`config.mk`:
```
export PLATFORM = sky130hd
export DESIGN_NAME = axi_portal_hub
export DESIGN_NICKNAME = d
export VERILOG_FILES = /design/src/rtl/axi_portal_hub.sv
export SDC_FILE = /design/constraint.sdc
export NUM_CORES = 1
export LEC_CHECK = 0
export CORE_MARGIN = 3
export CORE_UTILIZATION = 52
export CTS_CLUSTER_DIAMETER = 50
export CTS_CLUSTER_SIZE = 28
export DETAILED_ROUTE_END_ITERATION = 16
export GPL_TIMING_DRIVEN = 1
export PLACE_DENSITY = 0.86
export SYNTH_ARGS = -nofsm -noshare
export SYNTH_HDL_FRONTEND = slang
export SYNTH_SLANG_ARGS = --single-unit
```
`constraint.sdc`:
```
create_clock -name CLK -period 5.1 [get_ports CLK]
set_clock_uncertainty 0.2 [all_clocks]
set_input_delay 1.53 -clock CLK [delete_from_list [all_inputs] [get_ports CLK]]
set_output_delay 1.53 -clock CLK [all_outputs]
set_load 0.01 [all_outputs]
```
`src/rtl/axi_portal_hub.sv`:
```
// AXI3-lite slave fanning host reads/writes out to NUM_PORTALS request/indication portals.
// Build option: define AXI_PORTAL_SLVERR_EN to answer out-of-range portal accesses with SLVERR.
module axi_portal_hub #(
  parameter int DATA_WIDTH = 32,
  parameter int ID_WIDTH = 6,
  parameter int NUM_PORTALS = 2,
  parameter int IND_DEPTH = 4
) (
  input  logic CLK,
  input  logic RST,
  input  logic AR__ENA,
  output logic AR__RDY,
  input  logic [31:0] AR_addr,
  input  logic [ID_WIDTH-1:0] AR_id,
  input  logic [3:0] AR_len,
  input  logic AW__ENA,
  output logic AW__RDY,
  input  logic [31:0] AW_addr,
  input  logic [ID_WIDTH-1:0] AW_id,
  input  logic [3:0] AW_len,
  input  logic W__ENA,
  output logic W__RDY,
  input  logic [DATA_WIDTH-1:0] W_data,
  input  logic W_last,
  output logic R__ENA,
  input  logic R__RDY,
  output logic [DATA_WIDTH-1:0] R_data,
  output logic [ID_WIDTH-1:0] R_id,
  output logic R_last,
  output logic [1:0] R_resp,
  output logic B__ENA,
  input  logic B__RDY,
  output logic [ID_WIDTH-1:0] B_id,
  output logic [1:0] B_resp,
  output logic [NUM_PORTALS-1:0] req__ENA,
  input  logic [NUM_PORTALS-1:0] req__RDY,
  output logic [DATA_WIDTH-1:0] req_v,
  output logic req_last,
  input  logic [NUM_PORTALS-1:0] ind__ENA,
  input  logic [NUM_PORTALS*DATA_WIDTH-1:0] ind_v,
  output logic [NUM_PORTALS-1:0] ind__RDY,
  output logic interrupt
);
  localparam int PW = NUM_PORTALS > 1 ? $clog2(NUM_PORTALS) : 1;
  localparam int QW = $clog2(IND_DEPTH);
  localparam int CW = QW + 1;
  localparam logic [4:0] STEP = 5'((DATA_WIDTH / 8) % 32);
`ifdef AXI_PORTAL_SLVERR_EN
  localparam logic [1:0] ERR_RESP = 2'b10;
`else
  localparam logic [1:0] ERR_RESP = 2'b00;
`endif

  typedef enum logic {R_IDLE, R_BURST} rstate_t;
  typedef enum logic [1:0] {W_IDLE, W_BURST, W_RESP} wstate_t;

  logic [DATA_WIDTH-1:0] mem [NUM_PORTALS][IND_DEPTH];
  logic [QW-1:0] wptr [NUM_PORTALS];
  logic [QW-1:0] rptr [NUM_PORTALS];
  logic [CW-1:0] cnt [NUM_PORTALS];
  logic [NUM_PORTALS-1:0] int_en, nonempty, enq, deq;

  rstate_t r_state;
  logic [2:0] r_p;
  logic r_ctrl, r_pop, pop_now;
  logic [4:0] r_off;
  logic [3:0] r_cnt;
  logic [PW-1:0] r_pi;

  wstate_t w_state;
  logic [2:0] w_p;
  logic w_ctrl, w_ok, w_fwd, w_hs;
  logic [4:0] w_off;
  logic [3:0] w_cnt;
  logic [PW-1:0] w_pi;
  logic [NUM_PORTALS-1:0] w_sel;

  logic [2:0] nb_p;
  logic nb_ctrl, nb_ok, nb_pop;
  logic [4:0] nb_off;
  logic [PW-1:0] nb_pi;
  logic [CW-1:0] nb_cnt;
  logic [QW-1:0] nb_ptr;
  logic [DATA_WIDTH-1:0] nb_head, nb_data;
  logic [1:0] nb_resp;

  logic unused_ok;
  assign unused_ok = ^{AR_addr[31:15], AW_addr[31:15], W_last};

  assign r_pi = r_p[PW-1:0];
  assign pop_now = R__ENA && R__RDY && r_pop;
  assign AR__RDY = r_state == R_IDLE;

  // Next beat is built from the AR fields when idle, else from the burst
  // state, seeing the FIFO as it stands after any pop on this edge.
  always_comb begin
    nb_p = r_p;
    nb_ctrl = r_ctrl;
    nb_off = r_off + STEP;
    if (r_state == R_IDLE) begin
      nb_p = AR_addr[14:12];
      nb_ctrl = AR_addr[11:5] == 7'd0;
      nb_off = AR_addr[4:0];
    end
    nb_ok = {29'd0, nb_p} < 32'(NUM_PORTALS);
    nb_pi = nb_ok ? nb_p[PW-1:0] : '0;
    nb_ptr = rptr[nb_pi] + QW'(pop_now);
    nb_cnt = cnt[nb_pi] - CW'(pop_now);
    nb_head = mem[nb_pi][nb_ptr];
    nb_data = '0;
    nb_pop = 1'b0;
    nb_resp = 2'b00;
    if (!nb_ok) begin
      nb_resp = ERR_RESP;
    end else if (nb_ctrl) begin
      case (nb_off)
        5'd0: nb_data = DATA_WIDTH'(nb_cnt != '0);
        5'd4: nb_data = DATA_WIDTH'(int_en[nb_pi]);
        5'd8: nb_data = DATA_WIDTH'(nb_cnt);
        5'd12: nb_data = DATA_WIDTH'(NUM_PORTALS);
        5'd16: nb_data = DATA_WIDTH'(nb_p);
        default: nb_data = '0;
      endcase
    end else if (nb_off == 5'd0) begin
      if (nb_cnt != '0) begin
        nb_data = nb_head;
        nb_pop = 1'b1;
      end
    end else if (nb_off == 5'd4) begin
      nb_data = DATA_WIDTH'(req__RDY[nb_pi]);
    end
  end

  always_ff @(posedge CLK or posedge RST) begin
    if (RST) begin
      r_state <= R_IDLE;
      r_p <= '0;
      r_ctrl <= 1'b0;
      r_off <= '0;
      r_cnt <= '0;
      r_pop <= 1'b0;
      R__ENA <= 1'b0;
      R_data <= '0;
      R_id <= '0;
      R_last <= 1'b0;
      R_resp <= 2'b00;
    end else if (r_state == R_IDLE) begin
      if (AR__ENA) begin
        r_state <= R_BURST;
        r_p <= nb_p;
        r_ctrl <= nb_ctrl;
        r_off <= nb_off;
        r_cnt <= AR_len;
        r_pop <= nb_pop;
        R__ENA <= 1'b1;
        R_data <= nb_data;
        R_id <= AR_id;
        R_last <= AR_len == 4'd0;
        R_resp <= nb_resp;
      end
    end else if (R__RDY) begin
      if (r_cnt == 4'd0) begin
        r_state <= R_IDLE;
        r_pop <= 1'b0;
        R__ENA <= 1'b0;
        R_data <= '0;
        R_last <= 1'b0;
        R_resp <= 2'b00;
      end else begin
        r_cnt <= r_cnt - 4'd1;
        r_off <= nb_off;
        r_pop <= nb_pop;
        R_data <= nb_data;
        R_last <= r_cnt == 4'd1;
        R_resp <= nb_resp;
      end
    end
  end

  assign w_ok = {29'd0, w_p} < 32'(NUM_PORTALS);
  assign w_pi = w_ok ? w_p[PW-1:0] : '0;
  assign w_fwd = w_ok && !w_ctrl;
  assign AW__RDY = w_state == W_IDLE;
  assign W__RDY = w_state == W_BURST && (!w_fwd || req__RDY[w_pi]);
  assign w_hs = W__ENA && W__RDY;
  assign req__ENA = (w_hs && w_fwd) ? w_sel : '0;
  assign req_v = W_data;
  assign req_last = w_cnt == 4'd0;

  always_comb begin
    w_sel = '0;
    w_sel[w_pi] = 1'b1;
  end

  always_ff @(posedge CLK or posedge RST) begin
    if (RST) begin
      w_state <= W_IDLE;
      w_p <= '0;
      w_ctrl <= 1'b0;
      w_off <= '0;
      w_cnt <= '0;
      int_en <= '0;
      B__ENA <= 1'b0;
      B_id <= '0;
      B_resp <= 2'b00;
    end else begin
      unique case (w_state)
        W_IDLE: if (AW__ENA) begin
          w_state <= W_BURST;
          w_p <= AW_addr[14:12];
          w_ctrl <= AW_addr[11:5] == 7'd0;
          w_off <= AW_addr[4:0];
          w_cnt <= AW_len;
          B_id <= AW_id;
        end
        W_BURST: if (w_hs) begin
          if (w_ok && w_ctrl && w_off == 5'd4) int_en[w_pi] <= W_data[0];
          w_off <= w_off + STEP;
          w_cnt <= w_cnt - 4'd1;
          if (w_cnt == 4'd0) begin
            w_state <= W_RESP;
            B__ENA <= 1'b1;
            B_resp <= w_ok ? 2'b00 : ERR_RESP;
          end
        end
        W_RESP: if (B__RDY) begin
          w_state <= W_IDLE;
          B__ENA <= 1'b0;
          B_resp <= 2'b00;
        end
        default: w_state <= W_IDLE;
      endcase
    end
  end

  always_comb begin
    ind__RDY = '0;
    enq = '0;
    deq = '0;
    nonempty = '0;
    for (int i = 0; i < NUM_PORTALS; i++) begin
      ind__RDY[i] = cnt[i] != CW'(IND_DEPTH);
      enq[i] = ind__ENA[i] && ind__RDY[i];
      deq[i] = pop_now && r_pi == PW'(i);
      nonempty[i] = cnt[i] != '0;
    end
  end

  always_ff @(posedge CLK) begin
    for (int i = 0; i < NUM_PORTALS; i++)
      if (enq[i]) mem[i][wptr[i]] <= ind_v[i*DATA_WIDTH +: DATA_WIDTH];
  end

  always_ff @(posedge CLK or posedge RST) begin
    if (RST) begin
      for (int i = 0; i < NUM_PORTALS; i++) begin
        wptr[i] <= '0;
        rptr[i] <= '0;
        cnt[i] <= '0;
      end
      interrupt <= 1'b0;
    end else begin
      for (int i = 0; i < NUM_PORTALS; i++) begin
        if (enq[i]) wptr[i] <= wptr[i] + QW'(1);
        if (deq[i]) rptr[i] <= rptr[i] + QW'(1);
        if (enq[i] && !deq[i]) cnt[i] <= cnt[i] + CW'(1);
        else if (deq[i] && !enq[i]) cnt[i] <= cnt[i] - CW'(1);
      end
      interrupt <= |(nonempty & int_en);
    end
  end
endmodule

```
# Word-level counts from Yosys, hierarchy flattened
# Memory sizes are Yosys's and may differ from the RTL's.
# Index checks and enable logic that the tools add are counted.
[word_totals]
regBits = 98
ram_bits = 256
in_bits = 192
out_inout_bits = 92
elab_cells = 223
mem_count = 1
[classes]
addsub = 14
n_lt_le_gt_ge = 11
eq_ne = 17
n_mux = 95
bitwise_logic = 7
reduce_logical = 51
[mem_list]
columns = ["name", "depth", "word_bits", "rd", "rd_clocked_by_memory_dff", "wr", "line", "text"]
rows = [
  ["mem", 2, 128, 1, 0, 2, "57", "logic [DATA_WIDTH-1:0] mem [NUM_PORTALS][IND_DEPTH];"],
]
[ops]
columns = ["op", "count"]
rows = [
  ["2-to-1 mux 32 bit", 12],
  ["2-to-1 mux 128 bit", 2],
  ["demux 32 bit (select 2 bit)", 2],
  ["binary-select mux 32 bit (select 2 bit)", 1],
  ["2-to-1 mux 1 bit", 36],
  ["2-to-1 mux 5 bit", 7],
  ["2-to-1 mux 2 bit", 13],
  ["2-to-1 mux 3 bit", 8],
  ["2-to-1 mux 4 bit", 6],
  ["logical AND 1 bit", 19],
  ["one-hot mux 3 bit (5 select lines)", 1],
  ["zero test 7 bit", 2],
  ["zero test 4 bit", 3],
  ["inequality test 2 bit (second input constant)", 6],
  ["AND reduction 3 bit", 4],
  ["adder 5 x 3 -> 5 bit (second input constant)", 2],
  ["== test 5 x 3 -> 1 bit (second input constant)", 2],
  ["== test 5 x 4 -> 1 bit (second input constant)", 2],
  ["one-hot mux 5 bit (2 select lines)", 1],
  ["nonzero test 2 bit", 5],
  [">= comparator 3 bit (second input constant)", 3],
  ["inverter 2 -> 3 bit", 3],
  ["nonzero test 3 bit", 3],
  ["adder 2 x 1 -> 2 bit (second input constant)", 4],
  ["other kinds (32)", 48],
]

# Logic depth before layout (Yosys ltp)
# Gate-level depths: netlist of the first run.
[logic_depth]
ltp_word = 19
ltp_mapped = 14
mapped_depth_nobuf = 11

# Least setup slack after synthesis of the first run
# OpenSTA, ideal clock, no wires.
[synth_timing]
path_type = "input-to-reg"
start = "in AR_addr[14]"
end = "reg R_data[7]"
setup_ns = 0.131
arrival_time_ns = 4.409
t_required_ns = 4.769
path_slack_ns = 0.360
cell_stages = 11
path_buffers = 4
cell_sequence = "nor4b_2 nor2_4 buf_6 buf_2 mux2_2 ha_1 clkbuf_1 clkbuf_1 mux4_2 mux2i_1 o21ai_0"
[synth_via]
elab_chain_len = 19
elab_cells_between_ends = 26
cone_classes = "2 x add/sub; 1 x order compare; 19 x mux; 2 x bitwise; 1 x reduce/logical; 1 x memory"
[synth_rtl]
columns = ["item", "line", "text"]
rows = [
  ["start, declared", "13", "input logic [31:0] AR_addr,"],
  ["2-to-1 mux 3 bit (*)", "100", "if (r_state == R_IDLE) begin"],
  ["< comparator 3 x 2 -> 1 bit (*)", "105", "nb_ok = {29'd0, nb_p} < 32'(NUM_PORTALS);"],
  ["2-to-1 mux 1 bit", "106", "nb_pi = nb_ok ? nb_p[PW-1:0] : '0;"],
  ["inverter 1 -> 2 bit (implied by the code)", "107, 108", ""],
  ["2-to-1 mux 2 bit (implied by the code) (3 in a row)", "107", "nb_ptr = rptr[nb_pi] + QW'(pop_now);"],
  ["adder 2 x 1 -> 2 bit", "107", ""],
  ["inverter 2 -> 3 bit (implied by the code)", "109", "nb_head = mem[nb_pi][nb_ptr];"],
  ["binary-select mux 32 bit (select 2 bit)", "109", ""],
  ["2-to-1 mux 32 bit (implied by the code) (2 in a row)", "109", ""],
  ["2-to-1 mux 32 bit", "125", "if (nb_cnt != '0) begin"],
  ["2-to-1 mux 32 bit", "124", "end else if (nb_off == 5'd0) begin"],
  ["2-to-1 mux 32 bit", "115", "end else if (nb_ctrl) begin"],
  ["2-to-1 mux 32 bit (*)", "113", "if (!nb_ok) begin"],
  ["2-to-1 mux 32 bit", "162", "if (r_cnt == 4'd0) begin"],
  ["2-to-1 mux 32 bit", "161", "end else if (R__RDY) begin"],
  ["2-to-1 mux 32 bit (*)", "147", "end else if (r_state == R_IDLE) begin"],
  ["end signal, assigned", "156", "R_data <= nb_data;"],
  ["end signal, assigned", "173", "R_data <= nb_data;"],
  ["end, declared", "27", "output logic [DATA_WIDTH-1:0] R_data,"],
]
# Every way passes the cells marked *; elsewhere a longest branch is shown, timed or not. The select of a mux whose other input is x is not followed.
# A chain may end at the register's enable or synchronous reset.

# Final worst setup path of the first run
[layout_timing]
start = "in req__RDY[1]"
end = "out req__ENA[0]"
[layout_via]
elab_chain_len = 7
[layout_rtl]
columns = ["item", "line", "text"]
rows = [
  ["start, declared", "36", "input logic [NUM_PORTALS-1:0] req__RDY,"],
  ["2-to-1 mux 1 bit (implied by the code) (2 in a row)", "184", "assign W__RDY = w_state == W_BURST && (!w_fwd || req__RDY[w_pi]);"],
  ["logical OR 1 bit", "184", ""],
  ["logical AND 1 bit", "184", ""],
  ["logical AND 1 bit", "185", "assign w_hs = W__ENA && W__RDY;"],
  ["logical AND 1 bit", "186", "assign req__ENA = (w_hs && w_fwd) ? w_sel : '0;"],
  ["2-to-1 mux 2 bit", "186", ""],
  ["end, declared", "35", "output logic [NUM_PORTALS-1:0] req__ENA,"],
]
# Every way passes these cells. The select of a mux whose other input is x is not followed.

==> flow_summary.toml, run 1 <==
[layout]
seq_area_sq_mm = 0.01004
layout.nets = 1249
fill_cells = 1844
area_growth_pct = 22.45
layout-drive-gt1-share = 0.1855
final_area_sq_mm = 0.01780
multi_input_area_sq_mm = 0.004011
stdcell_count = 1435

[global_route]
grt_pass1_vias = 8767
overflow = 0
grt_start_max_net_pins = 75
antenna_found_initial = 6
gr-usage-all-layers = 0.2118
grt_first_pass_wirelength_um = 49080

[clocking]
cts_resized = 0
cts_root_buf = "clkbuf_16"
cts_buffer_depth = 3
cts.clk_slew.worst_paths_ns = 0.06
clk_latency_ns = 0.52
post_cts.repair.setup_buffers = 0
h-tree-depth = 2
cts_buffers = 36
cts_tree = "built"
clock_sinks = 350
cts.hold.buffers_added = 0

[critical_path]
crit_path_cell_trace = "clkdlybuf4s50_1, mux2i_1, a21boi_0, nand3_1, nor2_1, clkdlybuf4s50_1"
cp_max_fo = 2
path_common_cell = "clkdlybuf4s50_1"
crit_slowest_cell = "clkdlybuf4s50_1"
arrival_ns = 3.19
end_kind = "output pin"
required_ns = 3.37
crit_path_start_kind = "input pin"
max_stage_delay_ns = 0.55
critical_path_class = "input pin to output pin"

[detailed_routing]
route.detailed.drc = 0
drt_iter0_markers = 671
wl_um = 31570
antenna_left = 0
wire_per_inst_um = 22.00
num_vias = 8148
via_per_inst = 5.678
dr.pass1.iters = 5

[synthesis]
syn_avg_cell_area_sq_um = 16.77
synth_warnings = 0
synth_edf_count = 256
ys_seq_area_frac = 0.6906
synthArstFlopShare = 0.2686
synthesis.area_sq_mm = 0.01454
synth_cell_types = 65
synth_flop_cell = "edfxtp_1"
synth-seq-cells = 350
synth_cells = 867

[die]
io_pins = 284
core.rowCount = 60
core_region_area_sq_mm = 0.02725
die_h_um = 173.2
initial_core_util = 0.5335
die_w_um = 173.2
die_area_sq_mm = 0.03000

[pwr]
power_density_mw_per_mm2 = 521.4
ir_worst_vdd_v = 0.0003688
p_leak_nw = 6.324
p_total_mw = 9.281

[sta]
timing.final.crit_share = 0.9645
fmax_ghz = 0.2033
fin_setup_tns_ns = 0
rsz0062_at_grt = "false"
drv_slew = 0
finalSetupViolations = 0
finalHoldViolations = 0
setup_slack_ns = 0.1810
maxSlewHeadroom = 0.2751
max_slew.worst_pin.slew_ns = 1.087
min_period_ns = 4.919

[flow_run]
maxCapViolations = 0

[outcome]
status = "finished, final reports clean"

[place]
gp_congestion = 0.8452
place_inst = 1370
numPortBuffers = 182
dp_slack_ns = 0.1880
dp.final_hpwl_um = 19880
place_area_sq_mm = 0.01660

[hold_path]
hold_path.class = "flop to flop"
## where the power goes
part	switching [mW]	total (mW)	leakage [nW]	internal (mW)
clock	1.20	2.59	0.564	1.39
sequential	0.275	4.03	3.55	3.75
combinational	1.40	2.66	2.21	1.27
## per-stage QoR
stage	hold slack [ns]	util
6_report	0.2848	0.6532
5_1_grt	0.2987	0.6532
4_1_cts	0.2899	0.6531
3_5_place_dp	0.2756	0.6090
3_3_place_gp	0.2534	0.6090
2_1_floorplan	0.2376	-
## worst max-delay path, delay by kind of cell
kind | cells | cell delay [ns]
AND/OR/NAND/NOR | 2 | 0.28
AO/OA/AOI/OAI | 1 | 0.24
multiplexers | 1 | 0.10
buffers and inverters | 2 | 1.04
## worst paths after layout
check	start	to	slack (ns)	cells after the start
min	R_data[18]$_DFFE_PP0P_	R_data[18]$_DFFE_PP0P_	0.28	2
max reg2reg	r_p[0]$_DFFE_PP0P_	R_data[0]$_DFFE_PP0P_	1.76	10
min reg2reg	R_data[18]$_DFFE_PP0P_	R_data[18]$_DFFE_PP0P_	0.28	2
max	req__RDY[1]	req__ENA[0]	0.18	6
max in group asynchronous	RST	R_data[19]$_DFFE_PP0P_	2.50	3
min in group asynchronous	RST	B_id[4]$_DFFE_PP0P_	1.40	2
## layout make-up
type / count / share of cell area
Sequential cell: 350 / 0.5640
Multi-Input combinational cell: 428 / 0.2253
Timing Repair Buffer: 199 / 0.1123
Clock buffer: 37 / 0.05201
Tap cell: 372 / 0.02615
Clock inverter: 27 / 0.01546
Inverter: 21 / 0.004569
Antenna cell: 1 / 0.0001406
## cell usage after synthesis, types with 19 or more instances
cell type    n  area [sq um]
edfxtp_1   256          7687
dfrtp_1     94          2352
mux4_2      62          1396
nand2_1     55         206.5
mux2i_1     46         460.4
buf_4       37         277.8
nor2_1      34         127.6
mux2_2      31         349.1
o21ai_1     28         140.1
o21ai_0     24         120.1
inv_1       20         75.07
ha_1        19         237.7
## cells by family after synthesis
group	count (synthesis)	share of synthesized area
compound gates	95	0.03950
xor+xnor	13	0.007832
fa+ha+maj	21	0.01911
buf+inv	92	0.03684
flops	350	0.6906
mux	140	0.1525
other cells	1	0.0002580
simple gates	155	0.05336
## registers in the layout, summed over array words and instances, names as in the netlist, 2 cells and up
register and count:
w_p 3, w_cnt 4, r_cnt 4, int_en 2, w_off 5, mem 256, cnt 6, r_off 5
rptr 4, R_id 6, R_data 32, B_id 6, wptr 4, r_p 3, w_state 2
## cells in the final DEF (no fill, tap or decap), drive strengths merged, types with 6 or more instances in the layout
cell type / instances
edfxtp: 256
clkdlybuf4s50: 182
dfrtp: 94
mux4: 62
nand2: 55
o21ai: 53
mux2i: 46
clkbuf: 37
nor2: 36
mux2: 32
inv: 28
ha: 19
buf: 17
clkinv: 14
a21oi: 11
nand2b: 10
and3: 9
xnor2: 8
nand3: 7
nor3: 6
clkinvlp: 6
## routing by layer
metal | vias up | share of wire | global-route usage
li1 | 3631 | - | -
met1 | 4074 | 0.37 | 0.2534
met2 | 343 | 0.51 | 0.3644
met3 | 90 | 0.084 | 0.05929
met4 | 10 | 0.032 | 0.08649
met5 | - | 0.0020 | 0
Power figures use the tool's default switching activity.
==> run 2, diff against run 1 <==
--- a/config.mk
+++ b/config.mk
@@ -5,13 +5,15 @@
 export SDC_FILE = /design/constraint.sdc
 export NUM_CORES = 1
 export LEC_CHECK = 0
-export CORE_MARGIN = 3
+export CORE_MARGIN = 1
 export CORE_UTILIZATION = 52
+export CTS_BUF_LIST = sky130_fd_sc_hd__clkbuf_16
 export CTS_CLUSTER_DIAMETER = 50
 export CTS_CLUSTER_SIZE = 28
 export DETAILED_ROUTE_END_ITERATION = 16
 export GPL_TIMING_DRIVEN = 1
 export PLACE_DENSITY = 0.86
+export RECOVER_POWER = 25
 export SYNTH_ARGS = -nofsm -noshare
 export SYNTH_HDL_FRONTEND = slang
 export SYNTH_SLANG_ARGS = --single-unit
==> run 2 against run 1 <==
Critical path depth unchanged. Final cell count fell by 0.49%. Sequential share of layout area up 0.29 points. Critical endpoint is now req__ENA[1]. Flip-flop and latch count unchanged. Global-route usage grew 0.60 points. Via count decreased by 0.45%. Highest routed layer unchanged. Cell area fell by 0.51%. First-iteration DRC count rose by 4.9%. Worst setup slack worse by 0.0061 ns.
==> flow_summary.toml, run 2 (same netlist as run 1, synthesis figures left out) <==
[global_route]
grt_start_max_net_pins = 73
overflow = 0
gr-usage-all-layers = 0.2178
antenna_found_initial = 6
grt_first_pass_wirelength_um = 47160
grt_pass1_vias = 8435

[pwr]
p_total_mw = 9.180
p_int_mw = 6.240
power.net_switching_mw = 2.940
ir_worst_vdd_v = 0.0003788
switching_share = 0.3203
power.share.clock = 0.277
power_frac_seq = 0.439
p_leak_nw = 6.303
power_density_mw_per_mm2 = 518.4
comb_power_share = 0.284

[sta]
setup_slack_ns = 0.1749
timing.final.crit_share = 0.9657
timing.hold.ws_ns = 0.2899
maxSlewHeadroom = 0.2988
rsz0062_at_grt = "false"
fin_setup_tns_ns = 0
min_period_ns = 4.925
fmax_ghz = 0.2030
max_slew.worst_pin.slew_ns = 1.052
finalHoldViolations = 0
finalSetupViolations = 0
drv_slew = 0

[clocking]
cts_root_buf = "clkbuf_16"
cts_buffers = 31
cts_buffer_depth = 3
cts_tree = "built"
cts.clk_slew.worst_paths_ns = 0.08
h-tree-depth = 1
clk_latency_ns = 0.57
clock_sinks = 350
cts_resized = 0
post_cts.repair.setup_buffers = 0
cts.hold.buffers_added = 0

[critical_path]
end_kind = "output pin"
crit_slowest_cell = "clkdlybuf4s50_1"
required_ns = 3.37
cp_max_fo = 2
arrival_ns = 3.20
cp_num_buf_inv = 2
critical_path.top_delay_family = "buffers and inverters"
critical_path_class = "input pin to output pin"
cp.depth = 6
path_common_cell = "clkdlybuf4s50_1"
crit_path_start_kind = "input pin"
reg2reg_depth = 13
crit_path_cell_trace = "clkdlybuf4s50_1, mux2i_1, a21boi_0, nand3_1, nor2_1, clkdlybuf4s50_1"
max_stage_delay_ns = 0.54

[detailed_routing]
top_layer_used = "met5"
num_vias = 8111
wire_per_inst_um = 21.74
dr_wl_met2_um = 16030
drt-met1-wl_um = 12190
route.detailed.drc = 0
wl_um = 31040
drt_iter0_markers = 704
via_per_inst = 5.680
dr.pass1.iters = 5
met3WireLength_um = 2273
antenna_left = 0

[outcome]
status = "finished, final reports clean"

[layout]
layout-drive-gt1-share = 0.1806
fill_cells = 1896
stdcell_count = 1428
final_area_sq_mm = 0.01771
largest_reg_flops = 256
layout_common_cells = "256 x edfxtp_1, 129 x clkdlybuf4s50_1, 94 x dfrtp_1, 62 x mux4_2, 54 x nand2_1"
final_common_cell = "edfxtp_1"
final_core_util = 0.6517
layout.nets = 1240
area_growth_pct = 21.82

[place]
numPortBuffers = 182
dp_slack_ns = 0.1866
gp_congestion = 0.8460
place_area_sq_mm = 0.01654
place_inst = 1366
dp.final_hpwl_um = 19430

[die]
die_w_um = 169.2
initial_core_util = 0.5349
core_region_area_sq_mm = 0.02718
die_area_sq_mm = 0.02863
core.rowCount = 60
io_pins = 284
die_h_um = 169.2

[hold_path]
hold_path.class = "flop to flop"
hold_depth = 2

[flow_run]
maxCapViolations = 0
-- run 2: cell count changes in the layout (fill, tap and decap cells not counted), sizes merged --
cell / delta
buf: -4
clkinv: -3
clkdlybuf4s50: -53
clkbuf: -6
diode: +3
clkinvlp: -5
inv: +8
dlygate4sd3: +53
-- run 2: path summary, 6_finish.rpt --
| check | start | endpoint | slack [ns] |
|---|---|---|---|
| worst max-delay path | req__RDY[1] | req__ENA[1] | 0.17 |
| max in group asynchronous | RST | wptr[0]$_DFFE_PP0P_ | 2.56 |
| worst max register to register | r_state$_DFF_PP0_ | R_data[1]$_DFFE_PP0P_ | 1.60 |
| worst min-delay path | r_pop$_DFFE_PP0P_ | r_pop$_DFFE_PP0P_ | 0.29 |
| min in group asynchronous | RST | r_off[0]$_DFFE_PP0P_ | 1.31 |
| worst min register to register | r_pop$_DFFE_PP0P_ | r_pop$_DFFE_PP0P_ | 0.29 |
-- run 2: layout make-up --
class,instances,area [sq um],area share
inverters,21,81.33,0.004592
flip-flops and latches,350,10040,0.5669
clock inverters,27,381.6,0.02155
repair buffers,195,1944,0.1098
well taps,372,465.4,0.02628
clock buffers,31,775.7,0.04380
diodes,4,10.01,0.0005652
multi-input cells,428,4011,0.2265
-- run 2: power by group through the flow --
| stage | combinational, mW | sequential, mW | clock, mW |
|---|---|---|---|
| floorplan | 1.80 | 4.04 | 0 |
| finish | 2.61 | 4.03 | 2.54 |
| CTS | 2.66 | 4.03 | 2.57 |
| detailed placement | 2.64 | 4.09 | 0 |
| global placement | 2.55 | 4.04 | 0 |
| global route | 2.85 | 4.09 | 2.68 |
-- run 2: worst reg2reg max path, delay by kind of cell (launching register included) --
family	cells	cell delay, ns
adders and majority gates	2	0.44
and+or+nand+nor	5	1.07
buffers and inverters	2	0.46
DFF	1	0.37
muxes	1	0.15
AOI/OAI and AO/OA	3	0.75
-- run 2: per-layer routing --
layer | vias to the layer above | global-route usage
met5 | - | 0
met4 | 2 | 0.06345
met3 | 59 | 0.03825
met2 | 338 | 0.3872
met1 | 4076 | 0.2739
li1 | 3636 | -
==> run 3, diff against run 2 <==
--- a/config.mk
+++ b/config.mk
@@ -9,7 +9,6 @@
 export CORE_UTILIZATION = 52
 export CTS_BUF_LIST = sky130_fd_sc_hd__clkbuf_16
 export CTS_CLUSTER_DIAMETER = 50
-export CTS_CLUSTER_SIZE = 28
 export DETAILED_ROUTE_END_ITERATION = 16
 export GPL_TIMING_DRIVEN = 1
 export PLACE_DENSITY = 0.86
==> run 3 against run 2 <==
Via count grew 0.88%. Maximum frequency increased by 0.27%. First-iteration DRC count is 11% lower. Flip-flop and latch count unchanged. Final cell count up 0.77%. Wire length grew 1.4%. Die area is the same. Register-to-register slack hardly changed. Clock-buffer cell count grew 7. Utilization shrank 0.13 points. Power shrank 0.91%. Critical path type unchanged. Critical endpoint unchanged.
==> flow_summary.toml, run 3 (same netlist as run 1, synthesis figures left out) <==
[critical_path]
crit_slowest_cell = "clkdlybuf4s50_1"
path_common_cell = "clkdlybuf4s50_1"
arrival_ns = 3.18
max_stage_delay_ns = 0.54
reg2reg_from = "r_state$_DFF_PP0_"
end_kind = "output pin"
reg2reg_depth = 13
crit_path_start_kind = "input pin"
cp_num_buf_inv = 2
critical_path_class = "input pin to output pin"
startpoint = "req__RDY[0]"
cp.depth = 6
required_ns = 3.37
crit_end = "req__ENA[1]"
crit_path_cell_trace = "clkdlybuf4s50_1, mux2i_1, a21boi_0, nand3_1, nor2_1, clkdlybuf4s50_1"
timing.rr.end = "R_data[1]$_DFFE_PP0P_"
cp_max_fo = 2
r2r_setup_slack_ns = 1.60
critical_path.top_delay_family = "buffers and inverters"

[place]
dp.final_hpwl_um = 19430
gp_congestion = 0.8460
dp_slack_ns = 0.1866
numPortBuffers = 182

[sta]
fmax_ghz = 0.2036
setup_slack_ns = 0.1882
finalSetupViolations = 0
min_period_ns = 4.912
finalHoldViolations = 0
maxSlewHeadroom = 0.2940
fin_setup_tns_ns = 0
rsz0062_at_grt = "false"
drv_slew = 0
timing.final.crit_share = 0.9631
max_slew.worst_pin.slew_ns = 1.059

[detailed_routing]
wire_per_inst_um = 21.88
route.detailed.drc = 0
via_per_inst = 5.686
antenna_left = 0
drt_iter0_markers = 624
num_vias = 8182
dr.pass1.iters = 5
wl_um = 31490

[clocking]
cts_root_buf = "clkbuf_16"
clk_latency_ns = 0.53
cts_tree = "built"
cts.clk_slew.worst_paths_ns = 0.05
h-tree-depth = 2
cts_resized = 0
post_cts.repair.setup_buffers = 0
cts.hold.buffers_added = 0
clock_sinks = 350
cts_buffer_depth = 3
cts_buffers = 37

[flow_run]
maxCapViolations = 0

[layout]
largest_reg_flops = 256
layout.nets = 1246
area_growth_pct = 21.57
layout-drive-gt1-share = 0.1714
layout_common_cells = "256 x edfxtp_1, 132 x clkdlybuf4s50_1, 94 x dfrtp_1, 62 x mux4_2, 54 x nand2_1"
final_common_cell = "edfxtp_1"

[die]
die_h_um = 169.2
initial_core_util = 0.5349
die_w_um = 169.2
die_area_sq_mm = 0.02863
core.rowCount = 60
io_pins = 284
core_region_area_sq_mm = 0.02718

[global_route]
grt_first_pass_wirelength_um = 48020
use_met1 = 0.2747
grt_util_met2 = 0.4029
grt_use_met3 = 0.03895
grt_start_max_net_pins = 73
gr-usage-all-layers = 0.2240
grt_pass1_vias = 8580
overflow = 0
grt-busiest-layer = "met2"
antenna_found_initial = 6

[pwr]
switching_share = 0.3009
p_leak_nw = 6.323
power_density_mw_per_mm2 = 514.7
p_int_mw = 6.359
power.share.clock = 0.269
comb_power_share = 0.286
ir_worst_vdd_v = 0.0003237
power_frac_seq = 0.444
power.net_switching_mw = 2.737

[hold_path]
hold_path.class = "flop to flop"

[outcome]
status = "finished, final reports clean"
[run 3: cell count changes in the layout (fill, tap and decap cells not counted), sizes merged]
cell and change:
clkdlybuf4s50 +3, clkinv +7, inv -5, dlygate4sd3 -3, clkinvlp +1, clkbuf +7
diode +1
[run 3: routing by layer]
layer  share of wire  wire [um]  up-vias
met5               0          0        -
met4           0.022        699        0
met3           0.075       2362       74
met2            0.52      16290      372
met1            0.39      12130     4096
li1                -          -     3640
[run 3: final cells by class]
cell class	count	area, sq um
Timing Repair Buffer	195	1944
Clock inverter	30	167.7
Inverter	21	81.33
Fill cell	1887	9503
Antenna cell	5	12.51
Sequential cell	350	10040
Clock buffer	38	950.9
Multi-Input combinational cell	428	4011
Tap cell	372	465.4
[run 3: worst min-delay path, cell delays in order, from the launching register on]
cell and delay (ns):
dfrtp_1 0.34, nand2_1 0.05, o21ai_1 0.06
[run 3: worst min-delay path by stage]
stage	start	to	slack, ns	depth (start not counted)
3_5_place_dp	r_pop$_DFFE_PP0P_	r_pop$_DFFE_PP0P_	0.27	2
3_3_place_gp	r_pop$_DFFE_PP0P_	r_pop$_DFFE_PP0P_	0.25	2
5_1_grt	B_id[5]$_DFFE_PP0P_	B_id[5]$_DFFE_PP0P_	0.31	1
4_1_cts	R_data[21]$_DFFE_PP0P_	R_data[21]$_DFFE_PP0P_	0.29	2
6_report	R_data[21]$_DFFE_PP0P_	R_data[21]$_DFFE_PP0P_	0.29	2
2_1_floorplan	r_pop$_DFFE_PP0P_	r_pop$_DFFE_PP0P_	0.24	2
[run 3: through the flow]
step	instances	util	area, sq um	hold slack, ns	power (mW)
final	1439	0.6503	17670	0.2875	9.097
after global routing	1436	0.6500	17670	0.3143	9.538
after CTS	1434	0.6499	17660	0.2924	9.181
after detailed placement	1366	0.6087	16540	0.2740	6.730
after global placement	1366	0.6087	16540	0.2526	6.595
after floorplan	870	-	14550	0.2376	5.836
[run 3: power groups by stage]
stage / sequential (mW) / clock [mW] / combinational, mW
2_1_floorplan: 4.04 / 0 / 1.80
3_3_place_gp: 4.04 / 0 / 2.55
3_5_place_dp: 4.09 / 0 / 2.64
4_1_cts: 4.04 / 2.49 / 2.65
5_1_grt: 4.10 / 2.59 / 2.85
6_report: 4.04 / 2.45 / 2.60
